[src/rtl/rv32i_types.sv]
// Shared types and default tuning constants for the pipelined/OoO core scheduler.
package rv32i_types;

    localparam int unsigned CNT_W = 16;
    localparam int unsigned PC_W  = 32;

    localparam int unsigned DEF_WINDOW        = 256;
    localparam int unsigned DEF_TO_OOO_THRESH = 64;
    localparam int unsigned DEF_TO_PPL_THRESH = 16;
    localparam int unsigned DEF_ROB_LOW       = 8;
    localparam int unsigned DEF_COOLDOWN      = 2;

    typedef enum logic [1:0] {
        ST_RUN      = 2'd0,
        ST_DRAIN    = 2'd1,
        ST_HANDOFF  = 2'd2,
        ST_COOLDOWN = 2'd3
    } sched_state_t;

    typedef enum logic {
        CORE_PPL = 1'b0,
        CORE_OOO = 1'b1
    } core_sel_t;

    // One core's per-cycle event strobes.
    typedef struct packed {
        logic mult;
        logic mem_op;
        logic flush;
        logic alu_op;
        logic rob_full;
    } core_events_t;

endpackage

[src/rtl/sat_event_counter.sv]
// Saturating event counter with a synchronous clear that wins over increment.
module sat_event_counter
    import rv32i_types::*;
(
    input  logic             clk,
    input  logic             rst,
    input  logic             clr,
    input  logic             inc,
    output logic [CNT_W-1:0] count
);

    always_ff @(posedge clk) begin
        if (rst || clr) begin
            count <= '0;
        end else if (inc && (count != '1)) begin
            count <= count + CNT_W'(1);
        end
    end

endmodule

[src/rtl/hw_scheduler.sv]
// Window-based scheduler that migrates execution between the pipelined and OoO cores
// by draining the active core and handing its resume PC to the other one.
module hw_scheduler
    import rv32i_types::*;
#(
    parameter int unsigned WINDOW        = DEF_WINDOW,
    parameter int unsigned TO_OOO_THRESH = DEF_TO_OOO_THRESH,
    parameter int unsigned TO_PPL_THRESH = DEF_TO_PPL_THRESH,
    parameter int unsigned ROB_LOW       = DEF_ROB_LOW,
    parameter int unsigned COOLDOWN      = DEF_COOLDOWN
) (
    input  logic            clk,
    input  logic            rst,
    input  logic            sched_enable,
    input  logic            ppl_mult_counter_en,
    input  logic            ppl_mem_op_counter_en,
    input  logic            ppl_flush_counter_en,
    input  logic            ppl_alu_op_counter_en,
    input  logic            ppl_rob_full_threshold,
    input  logic            ooo_mult_counter_en,
    input  logic            ooo_mem_op_counter_en,
    input  logic            ooo_flush_counter_en,
    input  logic            ooo_alu_op_counter_en,
    input  logic            ooo_rob_full_threshold,
    input  logic            ppl_drain_ack,
    input  logic            ooo_drain_ack,
    input  logic [PC_W-1:0] ppl_resume_pc,
    input  logic [PC_W-1:0] ooo_resume_pc,
    output logic            ppl_drain_req,
    output logic            ooo_drain_req,
    output logic            ppl_en,
    output logic            ooo_en,
    output logic            hardware_scheduler_swap_pc,
    output logic [PC_W-1:0] hardware_scheduler_pc,
    output logic            active_core
);

    localparam int unsigned WIN_W = (WINDOW > 1) ? $clog2(WINDOW) : 1;
    localparam int unsigned CD_W  = (COOLDOWN > 1) ? $clog2(COOLDOWN) : 1;
    localparam int unsigned SUM_W = CNT_W + 1;

    sched_state_t     state, state_nxt;
    core_sel_t        core_q, core_nxt;
    logic [WIN_W-1:0] win_cnt;
    logic [CD_W-1:0]  cd_cnt, cd_nxt;
    core_events_t     ppl_ev, ooo_ev, act_ev;
    logic             counting, window_end, cnt_clr, cnt_en;
    logic [CNT_W-1:0] mult_cnt, mem_cnt, flush_cnt, alu_cnt, rob_cnt;
    logic [SUM_W-1:0] mult_mem_sum;
    logic             want_swap, drain_ack;
    logic [PC_W-1:0]  resume_pc, pc_nxt;
    logic             ppl_en_nxt, ooo_en_nxt, ppl_drain_nxt, ooo_drain_nxt, swap_nxt;
    logic             unused_alu;

    assign ppl_ev = '{mult: ppl_mult_counter_en, mem_op: ppl_mem_op_counter_en,
                      flush: ppl_flush_counter_en, alu_op: ppl_alu_op_counter_en,
                      rob_full: ppl_rob_full_threshold};
    assign ooo_ev = '{mult: ooo_mult_counter_en, mem_op: ooo_mem_op_counter_en,
                      flush: ooo_flush_counter_en, alu_op: ooo_alu_op_counter_en,
                      rob_full: ooo_rob_full_threshold};
    assign act_ev    = (core_q == CORE_OOO) ? ooo_ev : ppl_ev;
    assign drain_ack = (core_q == CORE_OOO) ? ooo_drain_ack : ppl_drain_ack;
    assign resume_pc = (core_q == CORE_OOO) ? ooo_resume_pc : ppl_resume_pc;

    assign counting   = (state == ST_RUN) || (state == ST_COOLDOWN);
    assign window_end = counting && (win_cnt == WIN_W'(WINDOW - 1));
    // HANDOFF also clears so the new core starts on a fresh, aligned window.
    assign cnt_clr    = window_end || (state == ST_HANDOFF);
    assign cnt_en     = counting && !window_end;

    sat_event_counter u_mult  (.clk(clk), .rst(rst), .clr(cnt_clr), .inc(cnt_en && act_ev.mult),     .count(mult_cnt));
    sat_event_counter u_mem   (.clk(clk), .rst(rst), .clr(cnt_clr), .inc(cnt_en && act_ev.mem_op),   .count(mem_cnt));
    sat_event_counter u_flush (.clk(clk), .rst(rst), .clr(cnt_clr), .inc(cnt_en && act_ev.flush),    .count(flush_cnt));
    sat_event_counter u_alu   (.clk(clk), .rst(rst), .clr(cnt_clr), .inc(cnt_en && act_ev.alu_op),   .count(alu_cnt));
    sat_event_counter u_rob   (.clk(clk), .rst(rst), .clr(cnt_clr), .inc(cnt_en && act_ev.rob_full), .count(rob_cnt));

    assign unused_alu   = ^alu_cnt;
    assign mult_mem_sum = {1'b0, mult_cnt} + {1'b0, mem_cnt};
    assign want_swap    = (core_q == CORE_PPL)
                        ? (mult_mem_sum >= SUM_W'(TO_OOO_THRESH))
                        : ((flush_cnt >= CNT_W'(TO_PPL_THRESH)) && (rob_cnt < CNT_W'(ROB_LOW)));

    // Window position; frozen while draining.
    always_ff @(posedge clk) begin
        if (rst || (state == ST_HANDOFF) || window_end) begin
            win_cnt <= '0;
        end else if (counting) begin
            win_cnt <= win_cnt + WIN_W'(1);
        end
    end

    always_ff @(posedge clk) begin
        if (rst) begin
            state                      <= ST_RUN;
            core_q                     <= CORE_PPL;
            cd_cnt                     <= '0;
            ppl_en                     <= 1'b1;
            ooo_en                     <= 1'b0;
            ppl_drain_req              <= 1'b0;
            ooo_drain_req              <= 1'b0;
            hardware_scheduler_swap_pc <= 1'b0;
            hardware_scheduler_pc      <= '0;
        end else begin
            state                      <= state_nxt;
            core_q                     <= core_nxt;
            cd_cnt                     <= cd_nxt;
            ppl_en                     <= ppl_en_nxt;
            ooo_en                     <= ooo_en_nxt;
            ppl_drain_req              <= ppl_drain_nxt;
            ooo_drain_req              <= ooo_drain_nxt;
            hardware_scheduler_swap_pc <= swap_nxt;
            hardware_scheduler_pc      <= pc_nxt;
        end
    end

    always_comb begin
        state_nxt     = state;
        core_nxt      = core_q;
        cd_nxt        = cd_cnt;
        pc_nxt        = hardware_scheduler_pc;
        swap_nxt      = 1'b0;
        ppl_drain_nxt = 1'b0;
        ooo_drain_nxt = 1'b0;
        ppl_en_nxt    = (core_q == CORE_PPL);
        ooo_en_nxt    = (core_q == CORE_OOO);
        case (state)
            ST_RUN: begin
                if (window_end && sched_enable && want_swap) begin
                    state_nxt     = ST_DRAIN;
                    ppl_drain_nxt = (core_q == CORE_PPL);
                    ooo_drain_nxt = (core_q == CORE_OOO);
                    ppl_en_nxt    = 1'b0;
                    ooo_en_nxt    = 1'b0;
                end
            end
            ST_DRAIN: begin
                ppl_en_nxt = 1'b0;
                ooo_en_nxt = 1'b0;
                if (drain_ack) begin
                    state_nxt = ST_HANDOFF;
                    swap_nxt  = 1'b1;
                    pc_nxt    = resume_pc;
                    core_nxt  = (core_q == CORE_PPL) ? CORE_OOO : CORE_PPL;
                end else begin
                    ppl_drain_nxt = ppl_drain_req;
                    ooo_drain_nxt = ooo_drain_req;
                end
            end
            ST_HANDOFF: begin
                cd_nxt    = '0;
                state_nxt = (COOLDOWN == 0) ? ST_RUN : ST_COOLDOWN;
            end
            ST_COOLDOWN: begin
                if (window_end) begin
                    if (cd_cnt == CD_W'(COOLDOWN - 1)) begin
                        state_nxt = ST_RUN;
                        cd_nxt    = '0;
                    end else begin
                        cd_nxt = cd_cnt + CD_W'(1);
                    end
                end
            end
            default: state_nxt = ST_RUN;
        endcase
    end

    assign active_core = core_q;

endmodule

[config.mk]
export PLATFORM = sky130hd
export DESIGN_NAME = hw_scheduler
export DESIGN_NICKNAME = d
export VERILOG_FILES = /design/src/rtl/rv32i_types.sv /design/src/rtl/sat_event_counter.sv /design/src/rtl/hw_scheduler.sv
export SDC_FILE = /design/constraint.sdc
export NUM_CORES = 1
export LEC_CHECK = 0
export ABC_AREA = 0
export CAP_MARGIN = 20
export CORE_MARGIN = 2
export CORE_UTILIZATION = 30
export CTS_BUF_LIST = sky130_fd_sc_hd__clkbuf_16
export DETAILED_ROUTE_END_ITERATION = 16
export GPL_ROUTABILITY_DRIVEN = 0
export PLACE_DENSITY = 0.47
export SLEW_MARGIN = 20
export SYNTH_ARGS = -nofsm -noshare
export SYNTH_HDL_FRONTEND = slang
export SYNTH_SLANG_ARGS = --single-unit
[constraint.sdc]
create_clock -name clk -period 7.72 [get_ports clk]
set_clock_uncertainty 0.1 [all_clocks]
set_input_delay 0.772 -clock clk [delete_from_list [all_inputs] [get_ports clk]]
set_output_delay 0.772 -clock clk [all_outputs]
set_load 0.05 [all_outputs]
### Word level (Yosys, flattened, before mapping)

Cells that the tools add are included.

| word-level totals | value |
|---|---|
| output and inout port bits | 38 |
| bits in registers | 113 |
| input bits | 79 |
| logic and storage cells | 86 |

| cells by class | value |
|---|---|
| $lt $le $gt $ge | 3 |
| multiplexer cells | 23 |
| reduce and logical (&&, ||, !) cells | 25 |
| eq/ne operators | 12 |
| add/sub/neg operators | 7 |
| bitwise operators | 2 |

Operator list:

| operator | count |
|---|---|
| 16-bit by 1-bit adder with 16-bit output, second input constant | 4 |
| 16-bit != test, second input constant | 4 |
| 32-bit two-way mux | 1 |
| 16-bit by 16-bit adder with 17-bit output | 1 |
| 17-bit by 7-bit >= comparator with 1-bit output, second input constant | 1 |
| 16-bit by 5-bit >= comparator with 1-bit output, second input constant | 1 |
| 16-bit by 4-bit < comparator with 1-bit output, second input constant | 1 |
| 1-bit logical AND | 13 |
| 1-bit two-way mux | 11 |
| 1-bit case mux with 2 select lines | 5 |
| 8-bit by 1-bit adder with 8-bit output, second input constant | 1 |
| 8-bit == test, second input constant | 1 |
| 2-bit two-way mux | 4 |
| 2-bit case mux with 4 select lines | 1 |
| 2-bit != test, second input constant | 3 |
| 1-bit logical OR | 5 |
| 5-bit two-way mux | 1 |
| 2-bit == test, second input constant | 2 |
| 2-bit AND reduction | 2 |
| 4-bit AND reduction | 1 |
| 2-bit by 1-bit == test with 1-bit output, second input constant | 1 |
| 2-bit logical NOT | 1 |
| 2-bit by 1-bit != test with 1-bit output, second input constant | 1 |
| 1-bit NOT | 2 |
| 4 further kinds | 4 |

### Longest topological paths before layout

| logic depth | value |
|---|---|
| word-level depth | 7 |
| depth in mapped cells | 11 |
| mapped depth without buffers | 10 |

### Modules after synthesis

A second synthesis with hierarchy kept.

| unflattened totals | value |
|---|---|
| cell total of the unflattened synthesis | 724 |
| area total of the unflattened synthesis | 6,422.4 sq um |

By module, submodules not included:

| module | area an instance (sq um) | instances | cells an instance | seq. area each (sq um) |
|---|---|---|---|---|
| sat_event_counter | 847.1 | 4 | 95 | 320.3 |
| hw_scheduler | 3,034.2 | 1 | 344 | 980.9 |

### Least setup slack after synthesis

Ideal clock, no wire load.

| path | value |
|---|---|
| path kind | register to register |
| start | register u_mult.count[0] |
| end | register ooo_en |
| stages on the path, launching flop included | 11 |
| period minus slack after synthesis | 2.610 ns |
| setup time | 0.100 ns |
| arrival time | 2.410 ns |
| required time | 7.520 ns |
| setup slack | 5.110 ns |
| path buffers | 0 |
| cell sequence | dfxtp_1 > ha_1 > fa_1 > a211oi_1 > o21ai_1 > a31oi_1 > xnor2_1 > nor4b_2 > nand4_1 > and3_4 > a2111oi_4 |

| on the way | value |
|---|---|
| cells in the longest elaborated chain, start to end | 6 |

Ends and longest elaborated chain:

| item | RTL line | text |
|---|---|---|
| start: declaration | sat_event_counter.sv:9 | `output logic [CNT_W-1:0] count` |
| start signal: assignment | sat_event_counter.sv:16 | `count <= count + CNT_W'(1);` |
| 16-bit by 16-bit adder with 17-bit output | hw_scheduler.sv:78 | `assign mult_mem_sum = {1'b0, mult_cnt} + {1'b0, mem_cnt};` |
| 17-bit by 7-bit >= comparator with 1-bit output | hw_scheduler.sv:80 | `? (mult_mem_sum >= SUM_W'(TO_OOO_THRESH))` |
| 1-bit two-way mux | hw_scheduler.sv:80 |  |
| 1-bit logical AND | hw_scheduler.sv:128 | `if (window_end && sched_enable && want_swap) begin` |
| 1-bit two-way mux | hw_scheduler.sv:128 |  |
| 1-bit case mux with 2 select lines | hw_scheduler.sv:126 | `case (state)` |
| end signal: assignment | hw_scheduler.sv:108 | `ooo_en <= ooo_en_nxt;` |
| end: declaration | hw_scheduler.sv:32 | `output logic ooo_en,` |

Every way passes these cells.
A chain may end at the register's enable or synchronous reset.

### Worst setup path in the final report

| path | value |
|---|---|
| start | register core_q, in the netlist active_core |
| end | register u_mult.count[15] |

| on the way | value |
|---|---|
| cells in the longest elaborated chain, start to end | 3 |

Ends and longest elaborated chain:

| item | RTL line | text |
|---|---|---|
| start: declaration | hw_scheduler.sv:43 | `core_sel_t core_q, core_nxt;` |
| start signal: assignment | hw_scheduler.sv:105 | `core_q <= core_nxt;` |
| 5-bit two-way mux | hw_scheduler.sv:61 | `assign act_ev = (core_q == CORE_OOO) ? ooo_ev : ppl_ev;` |
| 1-bit logical AND | hw_scheduler.sv:71 | `sat_event_counter u_mult (.clk(clk), .rst(rst), .clr(cnt_clr), .inc(cnt_en && act_ev.mult), .count(mult_cnt));` |
| 1-bit logical AND | sat_event_counter.sv:15 | `end else if (inc && (count != '1)) begin` |

Every way passes these cells.

==> results.sh <==
export IMPL_cts_sinks=113
export IMPL_fmax_mhz=291
export IMPL_status="complete, no violations"
export IMPL_h_tree_depth=4
export IMPL_synth_common_cells="dfxtp_1 (113), nor2_1 (106), mux2i_1 (45)"
export IMPL_final_util_pct=40.8
export IMPL_ctsHoldBuffers=0
export IMPL_core_area_um2=19400
export IMPL_synthToLayoutAreaGrowth_pct=33.6
export IMPL_ff2ff_path_depth=9
export IMPL_rsz0062_at_grt="no"
export IMPL_postRouteAntennaNets=0
export IMPL_vias=5209
export IMPL_p_per_area_nw_per_um2=186
export IMPL_slew_headroom_pct=45.3
export IMPL_drive_gt1_share_pct=5.72
export IMPL_grt_pass1_vias=4946
export IMPL_ys_types=57
export IMPL_layout_nets=897
export IMPL_die_h_um=144
export IMPL_drc=0
export IMPL_hold_path_startpoint="ooo_drain_req$_SDFFE_PP0N_"
export IMPL_setup_viol=0
export IMPL_path_cells="buf_4, mux2i_1, a311oi_1, o31a_1, nand3_1, nor2_1, nand3_1, xor2_1, nor2_1"
export IMPL_clk_pin_slew_worst_paths_ns=0.05
export IMPL_drtIter0Drc=249
export IMPL_dieArea_um2=20900
export IMPL_dp_slack_ns=4.13
export IMPL_critical_path_top_delay_family="flip-flops"
export IMPL_cp_arrival_ns=3.63
export IMPL_root_buffer="clkbuf_16"
export IMPL_yosys_most_used_dff="dfxtp_1"
export IMPL_syn_area_um2=5920
export IMPL_regToRegSetupSlack_ns=4.29
export IMPL_dr_pass1_iters=4
export IMPL_io_buffers=114
export IMPL_initial_utilization_pct=30.5
export IMPL_critPathLaunchType="flop"
export IMPL_avgSynthCellArea_um2=8.64
export IMPL_netlist_instances=685
export IMPL_end_kind="flop"
export IMPL_avgViaCountPerCell=4.87
export IMPL_ios=117
export IMPL_post_route_min_period_ns=3.43
export IMPL_slowest_delay_ns=0.86
export IMPL_slew_viol_final=0
export IMPL_wirelength_um=15500
export IMPL_hold_depth=2
export IMPL_fp_row_count=51
export IMPL_ys_ff_latch=113
export IMPL_hold_class="flop to flop"
export IMPL_final_setup_tns_ns=0
export IMPL_cts_buffers=17
export IMPL_grt_max_degree=66
export IMPL_fill_cells=1930
export IMPL_synthMostInstantiatedCell="dfxtp_1"
export IMPL_routedWlPerCell_um=14.5
export IMPL_min_to="ooo_drain_req$_SDFFE_PP0N_"
export IMPL_critPathKind="flop to flop"
export IMPL_tritoncts="built"
export IMPL_post_cts_buffers=0
export IMPL_fin_crit_sh_pct=44.5
export IMPL_crit_slowest_cell="dfxtp_2"
export IMPL_leakagePower_nw=2.75
export IMPL_diodes=0
export IMPL_drv_cap=0
export IMPL_worstMarginPinSlew_ns=0.820
export IMPL_synth_net_count=791
export IMPL_track_usage_pct=15.0
export IMPL_synth_top_cell_area_share_pct=38.2
export IMPL_place_detailed_hpwl_um=11500
export IMPL_yosysWarnings=0
export IMPL_antenna_found_initial=0
export IMPL_async_reset_ff_share_pct=0
export IMPL_setup_ws_ns=4.29
export IMPL_clk_latency_ns=0.42
export IMPL_reg2reg_from="active_core$_SDFFE_PP0P_"
export IMPL_grt_overflow=0
export IMPL_total_power_mw=1.48
export IMPL_cp_max_fo=26
export IMPL_required_ns=7.91
export IMPL_path_buf_inv=1
export IMPL_fp_dieW_um=144
export IMPL_peakVddDrop_mv=0.156
export IMPL_cts_resized=0
export IMPL_r2r_end="u_mult.count[15]$_SDFFE_PP0P_"
export IMPL_cts_buffer_depth=2
export IMPL_synth_largest_area_cell="dfxtp_1"
export IMPL_ys_seq_area_share_pct=38.2
export IMPL_hold_viol=0
export IMPL_synth_edf_count=0
export IMPL_synthTopCellsByArea="dfxtp_1 (38%), mux2i_1 (7.6%), nor2_1 (6.7%)"
export IMPL_grt_pass1_wl_um=24600
report_power, final:
group | internal (mW) | switching (mW)
clock | 0.509 | 0.292
sequential | 0.589 | 0.00684
combinational | 0.0479 | 0.0301
metrics by stage:
step,cells,hold WS [ns],cell area [um2]
after global placement,1037,0.350,7300
after global routing,1069,0.381,7910
after floorplan,685,0.340,5920
after detailed placement,1037,0.355,7300
after CTS,1069,0.363,7910
final,1069,0.360,7910
logic make-up (layout without fill, tap and decap cells):
kind of cell / after synthesis / in the layout / synth area share (%)
fa+ha+maj: 27 / 27 / 5.83
mux: 46 / 46 / 7.80
flops: 113 / 113 / 38.2
compound gates: 136 / 136 / 15.8
simple gates: 261 / 261 / 21.3
xor+xnor: 52 / 52 / 7.69
buf+inv: 50 / 169 / 3.40
layout make-up:
| cell class | instances | area [um2] | share of cell area, % |
|---|---|---|---|
| timing repair buffer | 118 | 1170 | 14.8 |
| multi-input combinational | 522 | 3470 | 43.8 |
| tap | 265 | 332 | 4.19 |
| clock inverter | 15 | 183 | 2.31 |
| sequential | 113 | 2260 | 28.6 |
| inverter | 19 | 71.3 | 0.901 |
| clock buffer | 17 | 425 | 5.38 |
worst max-delay path by stage:
stage	startpoint	endpoint	slack, ns	cells after the start
6_report	active_core$_SDFFE_PP0P_	u_mult.count[15]$_SDFFE_PP0P_	4.29	9
5_1_grt	active_core$_SDFFE_PP0P_	u_mult.count[15]$_SDFFE_PP0P_	3.87	9
4_1_cts	active_core$_SDFFE_PP0P_	u_mult.count[15]$_SDFFE_PP0P_	4.10	9
3_5_place_dp	active_core$_SDFFE_PP0P_	u_mult.count[15]$_SDFFE_PP0P_	4.13	9
3_3_place_gp	active_core$_SDFFE_PP0P_	u_mult.count[15]$_SDFFE_PP0P_	4.21	9
2_1_floorplan	u_mult.count[0]$_SDFFE_PP0P_	ooo_en$_SDFF_PP0_	5.11	10
cells in the final DEF, fill, tap and decap left out, types with 17 or more instances in the layout:
cell             instances
o21ai_0                 29
dfxtp_1                112
mux2i_1                 45
nor2_1                 106
ha_1                    26
a211oi_1                35
inv_1                   19
nand3_1                 32
xnor2_1                 27
clkbuf_16               17
clkdlybuf4s50_1        114
nand2_1                 36
xor2_1                  25
a21oi_1                 32
registers in the layout, summed over array words and instances, names as in the netlist:
name	flops
active_core	1
cd_cnt	1
hardware_scheduler_pc	32
hardware_scheduler_swap_pc	1
ooo_drain_req	1
ooo_en	1
ppl_drain_req	1
ppl_en	1
state	2
u_flush.count	16
u_mem.count	16
u_mult.count	16
u_rob.count	16
win_cnt	8
layer usage:
layer / global-route usage [%] / up-vias / share of wire, %
met2: 24.9 / 118 / 46
met3: 3.51 / 13 / 6.2
met4: 5.37 / 0 / 1.2
met1: 19.0 / 2401 / 46
met5: 0 / - / 0
li1: - / 2677 / -
worst register-to-register path, delay by kind of cell, from the launching register on:
kind / cells / cell delay, ns
AOI/OAI and AO/OA: 2 / 0.86
buffers and inverters: 1 / 0.46
muxes: 1 / 0.16
DFF: 1 / 0.86
and+or+nand+nor: 4 / 0.73
xor gates and xnor gates: 1 / 0.14
No activity file was read; power rests on OpenSTA's default activity.
